===== src/rtl/cpu_pkg.sv =====
// Shared core definitions: fetch FSM states, datapath widths and the default reset vector.
package cpu_pkg;

    localparam int unsigned PC_W    = 30;
    localparam int unsigned INSTR_W = 32;

    localparam logic [PC_W-1:0] DEFAULT_RESET_PC = '0;

    typedef enum logic [1:0] {
        BOOT  = 2'd0,
        REQ   = 2'd1,
        WAIT  = 2'd2,
        VALID = 2'd3
    } fetch_state_t;

endpackage


===== src/rtl/pc_fetch_if.sv =====
// Instruction-memory request/response port between the fetch unit and memory.
interface pc_fetch_if;
    import cpu_pkg::*;

    logic               req;
    logic               ready;
    logic [PC_W-1:0]    addr;
    logic               rvalid;
    logic [INSTR_W-1:0] rdata;

    modport master (output req, addr, input ready, rvalid, rdata);
    modport slave  (input req, addr, output ready, rvalid, rdata);

endinterface


===== src/rtl/pc_fetch.sv =====
// Fetch front end: owns the PC, fetches one instruction at a time and holds it until commit.
module pc_fetch
    import cpu_pkg::*;
#(
    parameter logic [PC_W-1:0] RESET_PC = DEFAULT_RESET_PC
) (
    input  logic               clk,
    input  logic               rst,
    pc_fetch_if.master         imem,
    output logic [INSTR_W-1:0] instr,
    output logic               instr_valid,
    output logic [PC_W-1:0]    cur_pc,
    output logic [PC_W-1:0]    link_pc,
    input  logic               commit,
    input  logic [PC_W-1:0]    next_pc,
    output logic [31:0]        fetch_cnt
);

    fetch_state_t    state_q, state_d;
    logic [PC_W-1:0] pc;
    logic            capture;
    logic            retire;

    always_ff @(posedge clk) begin
        if (rst) begin
            state_q   <= BOOT;
            pc        <= RESET_PC;
            instr     <= '0;
            fetch_cnt <= '0;
        end else begin
            state_q <= state_d;
            if (capture) begin
                instr <= imem.rdata;
            end
            if (retire) begin
                pc        <= next_pc;
                fetch_cnt <= fetch_cnt + 32'd1;
            end
        end
    end

    // Strobes are qualified by state only, so stray rvalid/commit elsewhere are ignored.
    always_comb begin
        state_d     = state_q;
        capture     = 1'b0;
        retire      = 1'b0;
        imem.req    = 1'b0;
        instr_valid = 1'b0;
        case (state_q)
            BOOT: state_d = REQ;
            REQ: begin
                imem.req = 1'b1;
                if (imem.ready) begin
                    state_d = WAIT;
                end
            end
            WAIT: begin
                if (imem.rvalid) begin
                    capture = 1'b1;
                    state_d = VALID;
                end
            end
            VALID: begin
                instr_valid = 1'b1;
                if (commit) begin
                    retire  = 1'b1;
                    state_d = REQ;
                end
            end
            default: state_d = BOOT;
        endcase
    end

    assign imem.addr = pc;
    assign cur_pc    = pc;
    assign link_pc   = pc + PC_W'(1);

endmodule


===== src/flat_wrapper.sv =====
// flat-port wrapper written by rule: the top's interface ports become plain ports
module pc_fetch_flat import cpu_pkg::*;
#(
    parameter logic [PC_W-1:0] RESET_PC = DEFAULT_RESET_PC
)
  (clk, rst, instr, instr_valid, cur_pc, link_pc, commit, next_pc, fetch_cnt, imem_req, imem_addr, imem_ready, imem_rvalid, imem_rdata);
  pc_fetch_if imem_i ();
  input  logic clk;
  input  logic rst;
  output logic [INSTR_W-1:0] instr;
  output logic instr_valid;
  output logic [PC_W-1:0] cur_pc;
  output logic [PC_W-1:0] link_pc;
  input  logic commit;
  input  logic [PC_W-1:0] next_pc;
  output logic [31:0] fetch_cnt;
  output wire logic [$bits(imem_i.req)-1:0] imem_req;
  output wire logic [$bits(imem_i.addr)-1:0] imem_addr;
  input wire logic [$bits(imem_i.ready)-1:0] imem_ready;
  input wire logic [$bits(imem_i.rvalid)-1:0] imem_rvalid;
  input wire logic [$bits(imem_i.rdata)-1:0] imem_rdata;
  assign imem_req = imem_i.req;
  assign imem_addr = imem_i.addr;
  assign imem_i.ready = imem_ready;
  assign imem_i.rvalid = imem_rvalid;
  assign imem_i.rdata = imem_rdata;
  pc_fetch #(.RESET_PC(RESET_PC)) u_core (.clk(clk), .rst(rst), .imem(imem_i), .instr(instr), .instr_valid(instr_valid), .cur_pc(cur_pc), .link_pc(link_pc), .commit(commit), .next_pc(next_pc), .fetch_cnt(fetch_cnt));
endmodule

===== config.mk =====
export PLATFORM = sky130hd
export DESIGN_NAME = pc_fetch_flat
export DESIGN_NICKNAME = d
export VERILOG_FILES = /design/src/rtl/cpu_pkg.sv /design/src/rtl/pc_fetch_if.sv /design/src/rtl/pc_fetch.sv /design/src/flat_wrapper.sv
export SDC_FILE = /design/constraint.sdc
export NUM_CORES = 1
export LEC_CHECK = 0
export ABC_AREA = 1
export CAP_MARGIN = 20
export CORE_MARGIN = 5
export CORE_UTILIZATION = 35
export CTS_BUF_LIST = sky130_fd_sc_hd__clkbuf_4 sky130_fd_sc_hd__clkbuf_8
export CTS_CLUSTER_DIAMETER = 80
export CTS_CLUSTER_SIZE = 24
export DETAILED_ROUTE_END_ITERATION = 8
export GPL_TIMING_DRIVEN = 0
export PLACE_DENSITY = 0.69
export SETUP_SLACK_MARGIN = 0.4
export SLEW_MARGIN = 10
export SYNTH_ARGS = -nofsm -noshare
export SYNTH_HDL_FRONTEND = slang
export SYNTH_SLANG_ARGS = --single-unit

===== constraint.sdc =====
create_clock -name clk -period 3.1 [get_ports clk]
set_clock_uncertainty 0.05 [all_clocks]
set_input_delay 0.31 -clock clk [delete_from_list [all_inputs] [get_ports clk]]
set_output_delay 0.31 -clock clk [all_outputs]
set_load 0.05 [all_outputs]

==> results of run 1 <==
==> registers in the layout, summed over array words and instances (netlist names) <==
| name | count |
|---|---|
| u_core.cur_pc | 30 |
| u_core.fetch_cnt | 32 |
| u_core.instr | 32 |
| u_core.state_q | 2 |
==> critical path: stages (launching register included) <==
cell and delay [ps]:
dfxtp_2 410, ha_1 190, nand2_1 70, inv_2 90, nand3_2 140, nor2_4 270
nand2_2 100, nor2_2 130, xor2_2 130, clkbuf_2 290
==> metrics by stage <==
stage / instances / hold WS [ps] / utilization (%)
floorplan: 728 / 423.6 / -
global placement: 1129 / 410.7 / 53.25
detailed placement: 1129 / 420.2 / 53.25
CTS: 1145 / 203.5 / 54.96
global route: 1145 / 220.2 / 54.60
finish: 1145 / 210.8 / 54.60
==> per-layer routing <==
layer	global-route usage, %	vias up	wire, um
met5	0	-	0
met3	5.355	17	1544
met2	33.32	199	7830
met1	23.37	2376	6944
li1	-	2745	-
met4	6.053	0	255
==> logic make-up after synthesis <==
group / after synthesis / synth area share, %
AOI/OAI and AO/OA: 103 / 10.66
xor gates and xnor gates: 26 / 4.610
adders and majority gates: 5 / 1.266
buffers and inverters: 118 / 11.40
DFF: 96 / 38.91
and+or+nand+nor: 380 / 33.16
==> path summary, 6_finish.rpt <==
kind / end / slack, ps / cells after the start
max: link_pc[16] / 540 / 9
min reg2reg: u_core.instr[20]$_SDFFE_PP0P_ / 440 / 2
min: u_core.fetch_cnt[22]$_SDFFE_PP0P_ / 210 / 2
max reg2reg: u_core.cur_pc[17]$_SDFFE_PP0P_ / 1250 / 6
==> area by class of cell <==
cell class,count,area (um2)
plain buffers,54,322.8
clock buffers,10,137.6
clock inverters,6,113.9
fillers,1414,6302
inverters,64,240.2
multi-input cells,514,2472
flip-flops and latches,96,1924
well taps,180,225.2
repair buffers,221,2142
==> power groups by stage <==
stage | logic, mW | clock network (mW) | registers, mW
floorplan | 0.800 | 0 | 1.99
global placement | 1.91 | 0 | 1.56
detailed placement | 1.92 | 0 | 1.56
CTS | 1.90 | 1.04 | 1.53
global route | 1.98 | 1.09 | 1.56
finish | 1.87 | 1.02 | 1.53
==> timing repair <==
action                     in CTS  in global routing
pin swaps                       0                  1
resized for setup              38                 34
setup endpoints to repair      25                 20
hold buffers                    0                  0
==> layout by cell type (no fill, tap or decap), drive strengths merged <==
cell type | synthesis | layout
a211oi | 1 | 1
a21o | 1 | 1
a21oi | 24 | 24
buf | 35 | 37
bufinv | 0 | 3
clkbuf | 19 | 42
clkdlybuf4s15 | 0 | 4
clkdlybuf4s50 | 0 | 195
clkinv | 1 | 1
clkinvlp | 0 | 2
dfxtp | 96 | 96
dlygate4sd2 | 0 | 5
dlymetal6s2s | 0 | 2
ha | 5 | 5
inv | 63 | 64
nand2 | 113 | 113
nand2b | 1 | 1
nand3 | 37 | 37
nand3b | 2 | 2
nand4 | 14 | 14
nor2 | 197 | 197
nor3 | 13 | 13
nor3b | 1 | 1
nor4 | 1 | 1
o21a | 1 | 1
o21ai | 74 | 74
o21bai | 1 | 1
o22ai | 1 | 1
or2 | 1 | 1
xnor2 | 9 | 9
xor2 | 17 | 17
==> reports/metrics.csv, run 1 <==
metric;value;unit
clk_pin_slew;110;ps
min_path_type;in -> reg;
final_area;0.007579;mm2
yosysTopAreaCell;dfxtp_1;
area_growth;53.42;%
routed_wl;16570;um
n_antenna_cell;0;
track_usage;19.33;%
pre_cts_ws;365.0;ps
worst_hold_startpoint;rst;
die_w;128.8;um
power.density;584.1;mW/mm2
tns;0;ps
setup_violations;0;
criticalPathCategory;reg -> out;
seqPwrFrac;34.6;%
cts_setup_buffers;0;
root_buffer;clkbuf_8;
outcome;finished clean;
clock_tree.buffer_depth;2;
hpwl;13290;um
async_flop_share;0;%
vdd_drop_max;0.3149;mV
antenna_found_initial;0;
yosysMostFrequentCell;nor2_1;
io_pins;223;
place_area;0.007392;mm2
max_freq;0.3901;GHz
synth_area_leaders;dfxtp_1, nor2_1, nand2_1;
hold_violations;0;
cp-end-kind;primary output;
ys_types;34;
ys.flop_type;dfxtp_1;
relSlewSlack;59.87;%
grt_max_degree;17;
synth_area_per_cell;6.785;um2
vias;5337;
leakage;2.931;nW
syn_nets;800;
start_util;35.59;%
portBuffers;221;
layout-drive-gt1-share;10.36;%
core;0.01388;mm2
fin_crit_sh;82.69;%
drt_first_pass_iters;4;
pwr-share-clk;23.1;%
grt_pass1_wl;25670;um
intPower;2.576;mW
netlist_top_cells_count;nor2_1, nand2_1, dfxtp_1, o21ai_0, inv_1;
r2r_start;u_core.state_q[0]$_SDFFE_PP0P_;
overflow;0;
grt_setup_unrepaired;yes;
crit_fanout;6;
synth_edf_count;0;
cp.required;2740;ps
avgViaCountPerCell;4.661;
ys_ff_latch;96;
seq_area_frac_synth;38.91;%
die_area;0.01659;mm2
wl_per_cell;14.48;um
sw_frac_of_total;41.79;%
nNetsFinal;1032;
finalPower;4.426;mW
clkLatencyLatePin;360;ps
worstSetupStartpointType;flip-flop;
synth.top_cell.area_share;38.91;%
power_frac_comb;42.3;%
clock_sinks;96;
htree_levels;3;
syn_inst;728;
critPathLaunch;u_core.cur_pc[1]$_SDFFE_PP0P_;
ys_warn_count;0;
timing.final.ws_setup;536.6;ps
row_count;43;
arrival;2200;ps
power_switching;1.850;mW
die_y;128.8;um
drc;0;
worstMarginPinSlew;600.1;ps
cts_tree;yes;
maxCapViolCount;0;
drv_slew;0;
numCtsBuffers;9;
drtIter0Drc;338;
ant_nets;0;
gp_congestion;0.9355;
final.min_clock_period;2563;ps
synthesis.area;0.004940;mm2
grt_pass1_vias;4966;
Power figures use the tool's default switching activity.
==> run 2: changes to the inputs <==
Settings changed: PLACE_DENSITY 0.69 to 0.72.
Clock period 3.1 ns to 2.2 ns, I/O delays scaled along.
==> run 2 against run 1 <==
  * The run now ends with negative setup slack left
  * Power grew 44%
  * Final area up 17%
  * Via count increased by 9.7%
  * Worst hold slack lost 120 ps
  * Wire length up 15%
  * Worst setup slack got worse by 570 ps
  * Sequential cell count unchanged
  * Final cell count up 5.4%
  * Critical path type unchanged
  * Critical endpoint is now link_pc[18]
==> reports/metrics.csv, run 2 (synthesized netlist as in run 1, its figures left out) <==
metric;value;unit;change
vdd_drop_max;0.3881;mV;was 0.3149 mV
r2r_end;u_core.cur_pc[10]$_SDFFE_PP0P_;;was u_core.cur_pc[17]$_SDFFE_PP0P_
die_y;128.8;um;unchanged
final_cells;1207;;was 1145
grt_pass1_vias;5343;;was 4966
drtIter0Drc;418;;was 338
grt_setup_unrepaired;yes;;unchanged
dp.cells;1129;;unchanged
drt_first_pass_iters;5;;was 4
sw_frac_of_total;43.13;%;was 41.79%
layout-drive-gt1-share;29.70;%;was 10.36%
path_cells;ha_4 -> nand2_2 -> inv_2 -> nand3_4 -> nor2_4 -> nand3_4 -> buf_12 -> xnor2_4 -> buf_6;;was ha_1 -> nand2_1 -> inv_2 -> nand3_2 -> nor2_4 -> nand2_2 -> nor2_2 -> xor2_2 -> clkbuf_2
wl_per_cell;15.74;um;was 14.48 um
maxCapViolCount;0;;unchanged
drc;0;;unchanged
setup_violations;3;;was 0
power_switching;2.747;mW;was 1.850 mW
arrival;1960;ps;was 2200 ps
track_usage;21.17;%;was 19.33%
overflow;0;;unchanged
critPathLaunch;u_core.cur_pc[0]$_SDFFE_PP0P_;;was u_core.cur_pc[1]$_SDFFE_PP0P_
worstSetupStartpointType;flip-flop;;unchanged
hpwl;13360;um;was 13290 um
final.min_clock_period;2232;ps;
clock_sinks;96;;unchanged
vias;5853;;was 5337
core;0.01388;mm2;unchanged
leakage;4.168;nW;was 2.931 nW
antenna_found_initial;0;;unchanged
crit_fanout;4;;was 6
r2r_setup_slack;510;ps;was 1250 ps
row_count;43;;unchanged
layout_common_cells;nor2_1, dlygate4sd2_1, nand2_1, buf_4, o21ai_0;;was clkdlybuf4s50_1, nor2_1, nand2_1, dfxtp_1, o21ai_0
fin_crit_sh;101.5;%;
htree_levels;3;;unchanged
grt_max_degree;16;;was 17
worstMarginPinSlew;542.9;ps;was 600.1 ps
routed_wl;19000;um;was 16570 um
hold_violations;0;;unchanged
cts_hold_buffers;0;;unchanged
clock_tree.buffer_depth;2;;unchanged
timing.final.ws_setup;-32.03;ps;was 536.6 ps
relSlewSlack;63.95;%;was 59.87%
grt_pass1_wl;27820;um;was 25670 um
worstSetupPathDepth;9;;unchanged
pwr-share-clk;21.3;%;was 23.1%
max_stage_delay;400;ps;was 410 ps
avgViaCountPerCell;4.849;;was 4.661
hold_slack;92.71;ps;was 210.8 ps
reg2reg_depth;6;;unchanged
cts_tree;yes;;unchanged
outcome;finished, violations left;;was finished clean
seqPwrFrac;33.9;%;was 34.6%
start_util;35.59;%;unchanged
min_path_type;in -> reg;;unchanged
final_area;0.008865;mm2;was 0.007579 mm2
utilization;63.86;%;was 54.60%
final_common_cell;nor2_1;;was clkdlybuf4s50_1
power.density;718.4;mW/mm2;was 584.1 mW/mm2
cp-end-kind;primary output;;unchanged
nNetsFinal;1094;;was 1032
cp_top_family;simple AND/OR/NAND/NOR gates;;unchanged
cp_common_cell;nand3_4;;
root_buffer;clkbuf_8;;unchanged
slowest_stage;dfxtp_4;;was dfxtp_2
finalPower;6.368;mW;was 4.426 mW
portBuffers;221;;unchanged
place_area;0.007825;mm2;was 0.007392 mm2
max_freq;0.4480;GHz;
gp_congestion;0.8869;;was 0.9355
crit_buf_inv;3;;was 2
clk_pin_slew;100;ps;was 110 ps
drv_slew;0;;unchanged
power_frac_comb;44.8;%;was 42.3%
violations;negative setup slack;;
pre_cts_ws;-418.9;ps;was 365.0 ps
n_antenna_cell;0;;unchanged
area_growth;79.46;%;was 53.42%
worstSetupEndpoint;link_pc[18];;was link_pc[16]
r2r_start;u_core.state_q[0]$_SDFFE_PP0P_;;unchanged
criticalPathCategory;reg -> out;;unchanged
ant_nets;0;;unchanged
numCtsBuffers;9;;unchanged
tns;-57.17;ps;was 0 ps
cp.required;1930;ps;was 2740 ps
die_w;128.8;um;unchanged
intPower;3.621;mW;was 2.576 mW
io_pins;223;;unchanged
clkLatencyLatePin;370;ps;was 360 ps
die_area;0.01659;mm2;unchanged
-- run 2: layout make-up --
class / instances / area [um2]
fill: 1243 / 5016
clock buffer: 12 / 152.6
sequential: 96 / 2018
buffer: 54 / 345.3
tap: 180 / 225.2
clock inverter: 4 / 76.32
multi-input combinational: 515 / 3158
inverter: 64 / 251.5
timing repair buffer: 282 / 2638
-- run 2: worst min-delay path by stage --
stage | depth (start not counted) | start | slack [ps] | to
3_3_place_gp | 2 | u_core.instr[12]$_SDFFE_PP0P_ | 410 | u_core.instr[12]$_SDFFE_PP0P_
2_1_floorplan | 2 | imem_rdata[0] | 330 | u_core.instr[0]$_SDFFE_PP0P_
3_5_place_dp | 2 | u_core.instr[10]$_SDFFE_PP0P_ | 420 | u_core.instr[10]$_SDFFE_PP0P_
5_1_grt | 2 | rst | 100 | u_core.fetch_cnt[7]$_SDFFE_PP0P_
4_1_cts | 2 | rst | 90 | u_core.state_q[0]$_SDFFE_PP0P_
6_report | 2 | rst | 90 | u_core.state_q[0]$_SDFFE_PP0P_
-- run 2: repair_timing --
| action | CTS | global route |
|---|---|---|
| endpoints found under the setup margin | 168 | 95 |
| pin swaps | 34 | 28 |
| buffers inserted | 41 | 20 |
| resized for setup | 384 | 94 |
| gates cloned | 0 | 1 |
| hold endpoints to repair | 0 | 0 |
-- run 2: routing by layer --
layer | track usage, % | share of wire [%] | vias to the layer above
li1 | - | - | 2859
met1 | 25.22 | 39 | 2691
met2 | 37.16 | 50 | 260
met3 | 4.483 | 7.9 | 43
met4 | 8.277 | 3.5 | 0
met5 | 0 | 0 | -
-- run 2: power groups by stage --
stage | registers [mW] | clock network (mW) | logic (mW)
6_report | 2.16 | 1.36 | 2.85
5_1_grt | 2.19 | 1.45 | 3.01
4_1_cts | 2.16 | 1.39 | 2.77
3_5_place_dp | 2.25 | 0 | 2.75
3_3_place_gp | 2.24 | 0 | 2.74
2_1_floorplan | 2.86 | 0 | 1.19
==> run 3: changes to the inputs <==
Settings changed: CELL_PAD_IN_SITES_DETAIL_PLACEMENT set to 1, CELL_PAD_IN_SITES_GLOBAL_PLACEMENT set to 1, CORE_UTILIZATION 35 to 26, GPL_TIMING_DRIVEN 0 to 1, PLACE_DENSITY 0.72 to not set, PLACE_DENSITY_LB_ADDON set to 0.1.
==> run 3 against run 2 <==
  * The flow still finishes with violations (negative setup slack)
  * Register-to-register slack gained 50 ps
  * Wire length grew 11%
  * Maximum frequency grew 0.60%
  * Power shrank 2.3%
  * Critical endpoint is now link_pc[22]
  * Utilization shrank 16 points
  * First-iteration DRC count shrank 61%
==> reports/metrics.csv, run 3 (synthesized netlist as in run 1, its figures left out) <==
metric;value;unit;change
outcome;finished, violations left;;unchanged
violations;negative setup slack;;unchanged
r2r_start;u_core.state_q[1]$_SDFFE_PP0P_;;was u_core.state_q[0]$_SDFFE_PP0P_
hold_violations;0;;unchanged
worstSetupEndpoint;link_pc[22];;was link_pc[18]
timing.final.ws_setup;-18.82;ps;was -32.03 ps
crit_fanout;3;;was 4
leakage;4.083;nW;was 4.168 nW
arrival;1950;ps;was 1960 ps
place_area;0.007876;mm2;was 0.007825 mm2
numCtsBuffers;9;;unchanged
criticalPathCategory;reg -> out;;unchanged
clock_sinks;96;;unchanged
final.min_clock_period;2219;ps;was 2232 ps
intPower;3.410;mW;was 3.621 mW
layout_common_cells;nor2_1, dlygate4sd2_1, nand2_1, o21ai_0, clkdlybuf4s50_1;;was nor2_1, dlygate4sd2_1, nand2_1, buf_4, o21ai_0
worstSetupStartpointType;flip-flop;;unchanged
grt_pass1_vias;5912;;was 5343
cts_tree;yes;;unchanged
min_path_type;in -> reg;;unchanged
cp.required;1930;ps;about the same
antenna_found_initial;0;;unchanged
drc;0;;unchanged
grt_pass1_wl;31980;um;was 27820 um
critPathLaunch;u_core.cur_pc[1]$_SDFFE_PP0P_;;was u_core.cur_pc[0]$_SDFFE_PP0P_
setup_violations;1;;was 3
grt_setup_unrepaired;yes;;unchanged
nNetsFinal;1043;;was 1094
drtIter0Drc;165;;was 418
clk_pin_slew;100;ps;about the same
cp_top_family;simple AND/OR/NAND/NOR gates;;unchanged
vias;5665;;was 5853
area_growth;80.65;%;was 79.46%
die_y;147.8;um;was 128.8 um
power_switching;2.810;mW;was 2.747 mW
vdd_drop_max;0.3841;mV;was 0.3881 mV
r2r_end;u_core.fetch_cnt[29]$_SDFFE_PP0P_;;was u_core.cur_pc[10]$_SDFFE_PP0P_
start_util;26.41;%;was 35.59%
max_freq;0.4507;GHz;was 0.4480 GHz
root_buffer;clkbuf_8;;unchanged
max_stage_delay;390;ps;was 400 ps
power_frac_comb;46.4;%;was 44.8%
final_common_cell;nor2_1;;unchanged
path_cells;ha_4 -> nand2_4 -> clkinv_4 -> nand3_4 -> nor2_4 -> nand3_4 -> o21ai_4 -> nand2_4 -> buf_12;;was ha_4 -> nand2_2 -> inv_2 -> nand3_4 -> nor2_4 -> nand3_4 -> buf_12 -> xnor2_4 -> buf_6
htree_levels;3;;unchanged
ant_nets;0;;unchanged
overflow;0;;unchanged
drt_first_pass_iters;4;;was 5
crit_buf_inv;2;;was 3
cp-end-kind;primary output;;unchanged
fin_crit_sh;100.9;%;was 101.5%
slowest_stage;dfxtp_4;;unchanged
layout-drive-gt1-share;26.54;%;was 29.70%
power.density;697.0;mW/mm2;was 718.4 mW/mm2
pwr-share-clk;18.8;%;was 21.3%
sw_frac_of_total;45.18;%;was 43.13%
io_pins;223;;unchanged
maxCapViolCount;0;;unchanged
reg2reg_depth;8;;was 6
routed_wl;21030;um;was 19000 um
worstMarginPinSlew;576.1;ps;was 542.9 ps
wl_per_cell;17.36;um;was 15.74 um
track_usage;18.29;%;was 21.17%
avgViaCountPerCell;4.678;;was 4.849
hpwl;15090;um;was 13360 um
dp.cells;1139;;was 1129
portBuffers;222;;was 221
worstSetupPathDepth;9;;unchanged
core;0.01871;mm2;was 0.01388 mm2
row_count;50;;was 43
die_area;0.02186;mm2;was 0.01659 mm2
clock_tree.buffer_depth;2;;unchanged
die_w;147.8;um;was 128.8 um
drv_slew;0;;unchanged
r2r_setup_slack;560;ps;was 510 ps
relSlewSlack;61.75;%;was 63.95%
final_area;0.008924;mm2;was 0.008865 mm2
final_cells;1211;;was 1207
gp_congestion;0.8385;;was 0.8869
grt_max_degree;55;;was 16
clkLatencyLatePin;370;ps;about the same
seqPwrFrac;34.8;%;was 33.9%
## run 3: through the flow
step	hold slack [ps]	TNS (ps)	power (mW)	utilization, %	worst slack (ps)
2_1_floorplan	335.0	0	4.048	-	268.9
3_3_place_gp	413.1	0	5.036	42.11	260.7
3_5_place_dp	427.1	0	5.095	42.11	257.6
4_1_cts	374.2	-61.41	6.234	45.73	-27.62
5_1_grt	406.6	-632.8	6.522	47.69	-115.1
6_report	410.1	-18.82	6.220	47.71	-18.82
## run 3: repair_timing
| action | 4_1_cts | 5_1_grt |
|---|---|---|
| endpoints found under the setup margin | 155 | 35 |
| gates resized for setup | 214 | 75 |
| hold buffers | 0 | 0 |
| cloned | 0 | 1 |
| pin swaps | 33 | 35 |
| buffers inserted | 41 | 13 |
## run 3: power groups by stage
| stage | logic [mW] | clock network [mW] | registers [mW] |
|---|---|---|---|
| after detailed placement | 2.84 | 0 | 2.25 |
| after global placement | 2.81 | 0 | 2.23 |
| after CTS | 2.84 | 1.24 | 2.15 |
| after global routing | 3.04 | 1.29 | 2.20 |
| final | 2.89 | 1.17 | 2.16 |
| after floorplan | 1.19 | 0 | 2.86 |
## run 3: worst min-delay path by stage
| stage | slack (ps) | endpoint | startpoint | cells after the start |
|---|---|---|---|---|
| detailed placement | 430 | u_core.instr[23]$_SDFFE_PP0P_ | u_core.instr[23]$_SDFFE_PP0P_ | 2 |
| floorplan | 330 | u_core.instr[0]$_SDFFE_PP0P_ | imem_rdata[0] | 2 |
| CTS | 370 | u_core.cur_pc[3]$_SDFFE_PP0P_ | next_pc[3] | 3 |
| finish | 410 | u_core.cur_pc[5]$_SDFFE_PP0P_ | next_pc[5] | 3 |
| global route | 410 | u_core.instr[22]$_SDFFE_PP0P_ | imem_rdata[22] | 3 |
| global placement | 410 | u_core.instr[1]$_SDFFE_PP0P_ | u_core.instr[1]$_SDFFE_PP0P_ | 2 |
## run 3: worst min-delay path, delay by kind of cell
kind	cells	cell delay [ps]
simple gates	1	40
compound gates	1	150
buf+inv	1	390
## run 3: final cells by class
class	instances	area, um2
fillers	2241	9782
clock buffers	11	151.4
inverters	64	255.2
well taps	234	292.8
repair buffers	285	2884
flip-flops and latches	96	2019
multi-input cells	515	3281
diodes	1	2.502
clock inverters	5	37.54
## run 3: metal layers
layer	vias to the layer above	wire, um	track usage, %
met5	-	0	0
met4	0	531	5.820
met3	31	1041	3.709
li1	2763	-	-
met1	2706	8634	21.07
met2	165	10820	33.84
